--- config.mk ---
export PLATFORM = sky130hd
export DESIGN_NAME = button_pulser
export DESIGN_NICKNAME = d
export VERILOG_FILES = /design/src/rtl/button_pulser_pkg.sv /design/src/rtl/pulser_channel.sv /design/src/rtl/button_pulser.sv
export SDC_FILE = /design/constraint.sdc
export NUM_CORES = 1
export LEC_CHECK = 0
export CAP_MARGIN = 10
export CORE_MARGIN = 2
export CORE_UTILIZATION = 62
export CTS_BUF_LIST = sky130_fd_sc_hd__clkbuf_2
export DETAILED_ROUTE_END_ITERATION = 10
export GPL_ROUTABILITY_DRIVEN = 0
export GPL_TIMING_DRIVEN = 0
export PLACE_DENSITY = 0.79
export SYNTH_ARGS = -nofsm -noshare
export SYNTH_HDL_FRONTEND = slang
export SYNTH_HIERARCHICAL = 1
export SYNTH_SLANG_ARGS = --single-unit
--- constraint.sdc ---
create_clock -name Clk -period 3.2 [get_ports Clk]
set_input_delay 0.64 -clock Clk [delete_from_list [all_inputs] [get_ports Clk]]
set_output_delay 0.64 -clock Clk [all_outputs]
set_load 0.02 [all_outputs]
--- src/rtl/button_pulser_pkg.sv ---
// button_pulser_pkg: edge-mode selectors and per-channel debounce state encoding.
// Bit 1 of the state is the debounced level and bit 0 marks a pending change.
package button_pulser_pkg;
  localparam int EDGE_RISE = 0;
  localparam int EDGE_FALL = 1;
  localparam int EDGE_BOTH = 2;

  typedef enum logic [1:0] {
    LOW_STABLE  = 2'b00,
    LOW_WAIT    = 2'b01,
    HIGH_STABLE = 2'b10,
    HIGH_WAIT   = 2'b11
  } pulser_state_e;

  function automatic logic edge_match(input int mode, input logic rising);
    return mode == EDGE_BOTH || (rising ? mode == EDGE_RISE : mode == EDGE_FALL);
  endfunction
endpackage

--- src/rtl/pulser_channel.sv ---
// pulser_channel: one input's synchroniser, debounce FSM, edge pulse and,
// with BUTTON_PULSER_REPEAT_EN defined, hold-to-repeat pulses while held high.
module pulser_channel
  import button_pulser_pkg::*;
#(
  parameter int SYNC_STAGES     = 2,
  parameter int DEBOUNCE_CYCLES = 1000,
  parameter int EDGE_MODE       = EDGE_RISE
`ifdef BUTTON_PULSER_REPEAT_EN
  ,
  parameter int REPEAT_DELAY    = 50000,
  parameter int REPEAT_PERIOD   = 10000
`endif
) (
  input  logic clk,
  input  logic rst_n,
  input  logic din,
  output logic pulse,
  output logic level
);
  localparam int CW = $clog2(DEBOUNCE_CYCLES + 1);
  localparam logic [CW-1:0] CNT_LAST = CW'(DEBOUNCE_CYCLES - 1);

  logic [SYNC_STAGES-1:0] sync_q, sync_d;
  logic [CW-1:0] cnt_q, cnt_d;
  pulser_state_e state_q, state_d;
  logic pulse_q, pulse_d;
  logic mismatch, done, edge_pulse, rep_fire;

  assign level = state_q[1];
  assign pulse = pulse_q;

  // Any cycle where the synchronised input agrees with the level restarts the count.
  always_comb begin
    sync_d = {sync_q[SYNC_STAGES-2:0], din};
    mismatch = sync_q[SYNC_STAGES-1] ^ level;
    done = mismatch && cnt_q == CNT_LAST;
    cnt_d = mismatch && !done ? cnt_q + 1'b1 : '0;
    state_d = done ? (level ? LOW_STABLE : HIGH_STABLE)
            : level ? (mismatch ? HIGH_WAIT : HIGH_STABLE)
            : (mismatch ? LOW_WAIT : LOW_STABLE);
    edge_pulse = done && edge_match(EDGE_MODE, !level);
  end

  assign pulse_d = edge_pulse || rep_fire;

`ifdef BUTTON_PULSER_REPEAT_EN
  localparam int RMAX = REPEAT_DELAY > REPEAT_PERIOD ? REPEAT_DELAY : REPEAT_PERIOD;
  localparam int HW = $clog2(RMAX + 1);
  localparam logic [HW-1:0] DELAY_LAST  = HW'(REPEAT_DELAY - 1);
  localparam logic [HW-1:0] PERIOD_LAST = HW'(REPEAT_PERIOD - 1);

  logic [HW-1:0] hold_q, hold_d;
  logic rep_q, rep_d, stay_high;

  // rep_q switches the hold target from the initial delay to the repeat period.
  always_comb begin
    stay_high = state_q == HIGH_STABLE && !mismatch;
    rep_fire = EDGE_MODE != EDGE_FALL && stay_high
             && hold_q == (rep_q ? PERIOD_LAST : DELAY_LAST);
    hold_d = stay_high && !rep_fire ? hold_q + 1'b1 : '0;
    rep_d = stay_high && (rep_q || rep_fire);
  end

  always_ff @(posedge clk or negedge rst_n)
    if (!rst_n) begin
      hold_q <= '0;
      rep_q  <= 1'b0;
    end else begin
      hold_q <= hold_d;
      rep_q  <= rep_d;
    end
`else
  assign rep_fire = 1'b0;
`endif

  always_ff @(posedge clk or negedge rst_n)
    if (!rst_n) begin
      sync_q  <= '0;
      cnt_q   <= '0;
      state_q <= LOW_STABLE;
      pulse_q <= 1'b0;
    end else begin
      sync_q  <= sync_d;
      cnt_q   <= cnt_d;
      state_q <= state_d;
      pulse_q <= pulse_d;
    end
endmodule

--- src/rtl/button_pulser.sv ---
// button_pulser: independent debounced level and single-cycle edge pulse per raw input.
// Define BUTTON_PULSER_REPEAT_EN to add hold-to-repeat pulses on held channels.
module button_pulser
  import button_pulser_pkg::*;
#(
  parameter int CHANNELS        = 4,
  parameter int SYNC_STAGES     = 2,
  parameter int DEBOUNCE_CYCLES = 1000,
  parameter int EDGE_MODE       = EDGE_RISE,
  parameter int REPEAT_DELAY    = 50000,
  parameter int REPEAT_PERIOD   = 10000
) (
  input  logic                Clk,
  input  logic                Reset,
  input  logic [CHANNELS-1:0] DataIn,
  output logic [CHANNELS-1:0] DataOut,
  output logic [CHANNELS-1:0] Level
);
  if (CHANNELS < 1 || SYNC_STAGES < 2 || DEBOUNCE_CYCLES < 1 || EDGE_MODE < EDGE_RISE
      || EDGE_MODE > EDGE_BOTH || REPEAT_DELAY < 1 || REPEAT_PERIOD < 1) begin : g_bad_cfg
    $error("button_pulser: unsupported parameter combination");
  end

  for (genvar i = 0; i < CHANNELS; i++) begin : g_ch
    pulser_channel #(
      .SYNC_STAGES    (SYNC_STAGES),
      .DEBOUNCE_CYCLES(DEBOUNCE_CYCLES),
      .EDGE_MODE      (EDGE_MODE)
`ifdef BUTTON_PULSER_REPEAT_EN
      ,
      .REPEAT_DELAY   (REPEAT_DELAY),
      .REPEAT_PERIOD  (REPEAT_PERIOD)
`endif
    ) u_ch (
      .clk  (Clk),
      .rst_n(Reset),
      .din  (DataIn[i]),
      .pulse(DataOut[i]),
      .level(Level[i])
    );
  end
endmodule

-- After elaboration in Yosys (flattened, before gate mapping)
Cells that the tools add are included.
- flip-flop bits (word level): 60
- input bits: 6
- output and inout port bits: 8
- word-level logic and storage cells: 72
- add/sub/neg operators: 4
- equality and inequality tests: 4
- multiplexer cells: 28
- bitwise operators: 4
- reduce and logical (&&, ||, !) cells: 16
- operators with widths (kind ; number):
    adder 10 x 1 -> 10 bit (second input constant) ; 4
    == test 10 bit (second input constant) ; 4
    2-to-1 mux 10 bit ; 4
    2-to-1 mux 2 bit ; 12
    logical AND 1 bit ; 12
    2-to-1 mux 1 bit ; 12
    zero test 1 bit ; 4
    XOR 1 bit ; 4

-- Longest topological paths before layout
- depth in word-level cells: 5
- depth in mapped cells: 5
- gate-level depth less buffers: 5

-- By module
Netlist, hierarchy kept.
- by module, submodules not included (module ; times used ; cells an instance ; area each (sq um) ; seq. area each (sq um)):
    pulser_channel ; 4 ; 57 ; 623.1 ; 350.3

-- Worst setup path after synthesis
OpenSTA, ideal clock, no wires.
- path type: reg-to-reg
- from: register g_ch[0].u_ch.cnt_q[0]
- to: register g_ch[0].u_ch.state_q[1]
- setup time: 125 ps
- data arrival time: 1426 ps
- data required time: 3075 ps
- path slack: 1650 ps
- stages on the path, launching flop included: 6
- path buffers: 0
- period minus slack after synthesis: 1550 ps
- cells stage by stage: dfrtp_1 > ha_1 > and4bb_2 > nand2_1 > nor2_1 > mux2_2
- longest elaborated chain between the ends: 3
- ends and longest elaborated chain (what ; RTL line ; RTL):
    start: declaration ; pulser_channel.sv:25 ; logic [CW-1:0] cnt_q, cnt_d;
    start signal: assignment ; pulser_channel.sv:85 ; cnt_q <= cnt_d;
    == test 10 bit ; pulser_channel.sv:37 ; done = mismatch && cnt_q == CNT_LAST;
    logical AND 1 bit ; pulser_channel.sv:37 ;
    2-to-1 mux 2 bit ; pulser_channel.sv:39 ; state_d = done ? (level ? LOW_STABLE : HIGH_STABLE)
    end signal: assignment ; pulser_channel.sv:86 ; state_q <= state_d;
    end: declaration ; pulser_channel.sv:26 ; pulser_state_e state_q, state_d;
No other way between the ends.

-- Final worst setup path
- from: register g_ch[3].u_ch.state_q[1]
- to: output Level[3]
- RTL lines (what ; RTL line ; RTL):
    start: declaration ; pulser_channel.sv:26 ;
    start signal: assignment ; pulser_channel.sv:86 ;
    end: declaration ; button_pulser.sv:17 ; output logic [CHANNELS-1:0] Level
No word-level cell between the ends.

==> impl.org <==
** Run status
- The run finished with clean final reports.

** Cells and area
- The library cell used most frequently in the layout, excluding fill and tap cells, is sky130_fd_sc_hd__dfrtp_1.
- At the end of the flow, the number of nets in the layout was roughly 260.
- Fill cell instance count of the final layout :: 295
- Post-synthesis to final-layout area growth :: 11.0%
- Number of antenna cells inserted :: 0
- Excluding fillers, the count of instances in the completed layout stands at 300.
- In the layout the commonest cells are sky130_fd_sc_hd__dfrtp_1 (56), sky130_fd_sc_hd__nor2_1 (40), sky130_fd_sc_hd__nand3_1 (28).
- Share of post-route cells with drive strength above 1 :: 0.100
- Final instance area :: 0.00277 mm²

** Floorplan
- The die is 67.4 µm wide.
- For this configuration, the core starts out at a cell density of 0.632.
- In this run the standard cell core region covers roughly 0.004 mm².
- The floorplan has 23 rows.
- Pin placement for this block handled 14 I/O pins.
- Area of the die :: 0.00454 mm²
- The die is slightly below 70 µm tall.

** Detailed routing
- The final route contains about 1700 vias.
- Initial DRC Count :: 175
- Routed met1 length :: between 1500 and 2000 µm
- After detailed routing, the number of vias per cell comes to between 5 and 6.
- DR WL met3 :: about 150 µm
- Number of nets with antenna violations after routing :: 0
- Dividing the detail-routed wire length by the instance count gives about 14 µm.
- DRC errors left :: 0
- Number of search-and-repair iterations in the first detailed-routing pass :: 4
- DR top layer :: met4
- Wires add up to roughly 4200 µm.
- Detailed routing placed a total of about 2100 µm of wire on met2.

** Place
- After legalization and detailed placement, the total HPWL measured roughly 3000 µm.
- Number of input and output port buffers inserted :: 13
- After detailed placement, the design holds a cell count of 292.
- OpenSTA, run right after detailed placement, puts the worst setup slack at between 1 and 1.5 ns.
- Post-place instance area :: between 0.002 and 0.003 mm²

** Hold path
- The min-delay analysis places its worst path in the category in2async.

** Synthesis
- A synthesized cell averages 10.9 µm².
- Of the synthesized area, sequential elements account for 0.562.
- The Yosys step of the flow raised 6 warnings.
- The number of nets in the synthesized netlist is roughly 240.
- Summing every instance area after synthesis gives 0.00249 mm².
- Synthesis produced a netlist whose cell count is approximately 230.
- The number of different library cells used by synthesis comes to 19.
- In this run, synthesis produced a sequential element count of 56.

** CTS
- Cts bufs inserted :: 5
- Clock latency on the worst-skew pair, taken at its later pin, is approximately 0.44 ns.
- Once the clock tree was built, the setup fixing pass inserted 0 buffers.
- Cell chosen for the clock root :: sky130_fd_sc_hd__clkbuf_2
- The longest clock path from root to sink contains 2 buffers.
- H-tree lvl count :: 2
- Post-CTS sizing :: 0
- The clock net in this run drives a total of 56 sinks.
- After clock tree synthesis, the clock-pin slew on the worst setup and hold paths is approximately 0.28 ns.
- TritonCTS built the clock tree.
- Hold repair after CTS inserted 0 buffers.

** Worst setup path
- The worst setup path is captured at an output pin.
- Walking the worst path, the cells encountered are clkdlybuf4s50_1.
- Path length in cells of the critical path :: 1
- STA classifies the critical path startpoint as a flip-flop.
- Of all nets on the critical path, the largest fanout is 4.
- Number of cells traversed by the worst register-to-register path :: 5
- Cell at the slowest stage of the critical path :: sky130_fd_sc_hd__clkdlybuf4s50_1
- STA puts the critical path data arrival time at between 1.5 and 2 ns.
- The critical path is of the reg2out type.
- Data on the critical path is required at its endpoint by roughly 2.6 ns.
- Slowest Stage Delay on Critical Path :: slightly above 0.6 ns
- On the critical path the largest part of the delay comes from buffers and inverters.
- Critical path buffer and inverter count :: 1

** Timing
- Worst Hold Slack :: about 0.15 ns
- Final hold vios :: 0
- Across all setup checks in the final design, the least slack found is 1.03 ns.
- Fraction of the cycle the final worst path needs :: 0.679
- The max-slew violation total from the final report was 0.
- Setup-failing EPs final :: 0
- The smallest clock period supported by the final layout is computed as about 2.2 ns.
- At the pin with the least slew margin, the transition time is a little over 0.6 ns.
- Accumulated negative setup slack :: 0 ns
- The worst pin sits at a relative slew slack of 0.595.
- Unrepaired setup endpoints after global routing :: no
- Timing would allow up to about 460 MHz.
- Final worst clock skew :: about 0.031 ns

** Pwr
- Of the total power, the share spent switching nets is 0.236.
- Cell leakage power :: ~1.1 nW
- Reg power frac :: 0.648
- The internal portion of the total power is approximately 0.9 mW.
- The share of total power dissipated in combinational logic is 0.051.
- NetSw :: 0.272 mW
- Clock network fraction of total power :: 0.301
- Maximum resistive drop on vdd :: 0.259 mV
- In this run the power density over the cells is 417 mW/mm².

** Global route
- Summed over all layers, the global routing overflow is 0.
- The initial antenna violation count was 0.
- The first global-routing pass estimated 7730 µm of wire.
- Pin count of the biggest net entering global routing :: 31
- Via count of the first global-routing pass :: around 1800
- Overall fraction of global-route tracks in use :: 0.228

** Job
- The tool flagged a number of max-cap violations equal to 0.
==> final timing paths <==
| check | endpoint | slack, ns | start |
|---|---|---|---|
| max | Level[3] | 1.03 | g_ch[3].u_ch/state_q[1] |
| max in group asynchronous | g_ch[2].u_ch/cnt_q[8] | 2.46 | Reset |
| min | g_ch[0].u_ch/cnt_q[4] | 0.15 | Reset |
| max reg2reg | g_ch[0].u_ch/cnt_q[5] | 1.41 | g_ch[0].u_ch/cnt_q[0] |
| min in group Clk | g_ch[0].u_ch/sync_q[1] | 0.39 | g_ch[0].u_ch/sync_q[0] |
| min reg2reg | g_ch[0].u_ch/sync_q[1] | 0.39 | g_ch[0].u_ch/sync_q[0] |
==> power groups by stage <==
stage	logic (mW)	registers, mW	clock network (mW)
floorplan	0.0312	0.756	0
global placement	0.0563	0.759	0
detailed placement	0.0603	0.760	0
CTS	0.0606	0.748	0.360
global route	0.0688	0.752	0.394
finish	0.0589	0.748	0.347
==> sequential cells by signal, indices dropped and copies added (netlist names) <==
signal,flops
g_ch.u_ch/pulse,4
g_ch.u_ch/state_q,4
g_ch.u_ch/cnt_q,40
g_ch.u_ch/sync_q,8
==> per-stage QoR <==
step / util / power [mW]
2_1_floorplan: - / 0.787
3_3_place_gp: 0.681 / 0.815
3_5_place_dp: 0.685 / 0.820
4_1_cts: 0.702 / 1.17
5_1_grt: 0.702 / 1.21
6_report: 0.702 / 1.15
==> cell usage after synthesis <==
cell type	count	area share
sky130_fd_sc_hd__dfrtp_1	56	0.56
sky130_fd_sc_hd__and4bb_2	4	0.020
sky130_fd_sc_hd__and3_4	4	0.018
sky130_fd_sc_hd__inv_1	4	0.0060
sky130_fd_sc_hd__nor3_1	4	0.0080
sky130_fd_sc_hd__or3_1	8	0.020
sky130_fd_sc_hd__nor4b_1	4	0.014
sky130_fd_sc_hd__nand3_4	4	0.028
sky130_fd_sc_hd__nand3_1	28	0.056
sky130_fd_sc_hd__a31oi_1	8	0.020
sky130_fd_sc_hd__nor2_1	40	0.060
sky130_fd_sc_hd__o21bai_1	4	0.012
sky130_fd_sc_hd__a21oi_1	4	0.0080
sky130_fd_sc_hd__nand4_1	8	0.020
sky130_fd_sc_hd__mux2_2	4	0.018
sky130_fd_sc_hd__nand2_1	16	0.024
sky130_fd_sc_hd__xnor2_1	8	0.028
sky130_fd_sc_hd__ha_1	4	0.020
sky130_fd_sc_hd__xor2_1	16	0.056
==> routing by layer <==
layer	vias to the layer above	GRT usage
met1	851	0.297
met2	31	0.365
met5	-	0
li1	841	-
met4	0	0.115
met3	11	0.0450
==> cell type report <==
| class | count | area (µm²) | share of cell area |
|---|---|---|---|
| Sequential cell | 56 | 1400 | 0.506 |
| Clock buffer | 5 | 25.0 | 0.00904 |
| Tap cell | 50 | 62.6 | 0.0226 |
| Inverter | 4 | 15.0 | 0.00542 |
| Clock inverter | 3 | 42.5 | 0.0154 |
| Multi-Input combinational cell | 168 | 1080 | 0.389 |
| Timing Repair Buffer | 14 | 145 | 0.0524 |
==> kinds of logic (layout without fill, tap and decap cells) <==
family	after synthesis	after routing	synth area share
adder cells (fa/ha/maj)	4	4	0.0201
XOR/XNOR	24	24	0.0843
flip-flops	56	56	0.562
AND/OR/NAND/NOR	120	120	0.269
AO/OA/AOI/OAI	16	16	0.0402
buffers and inverters	4	26	0.00602
multiplexers	4	4	0.0181
(Power assumes the default switching activity.)
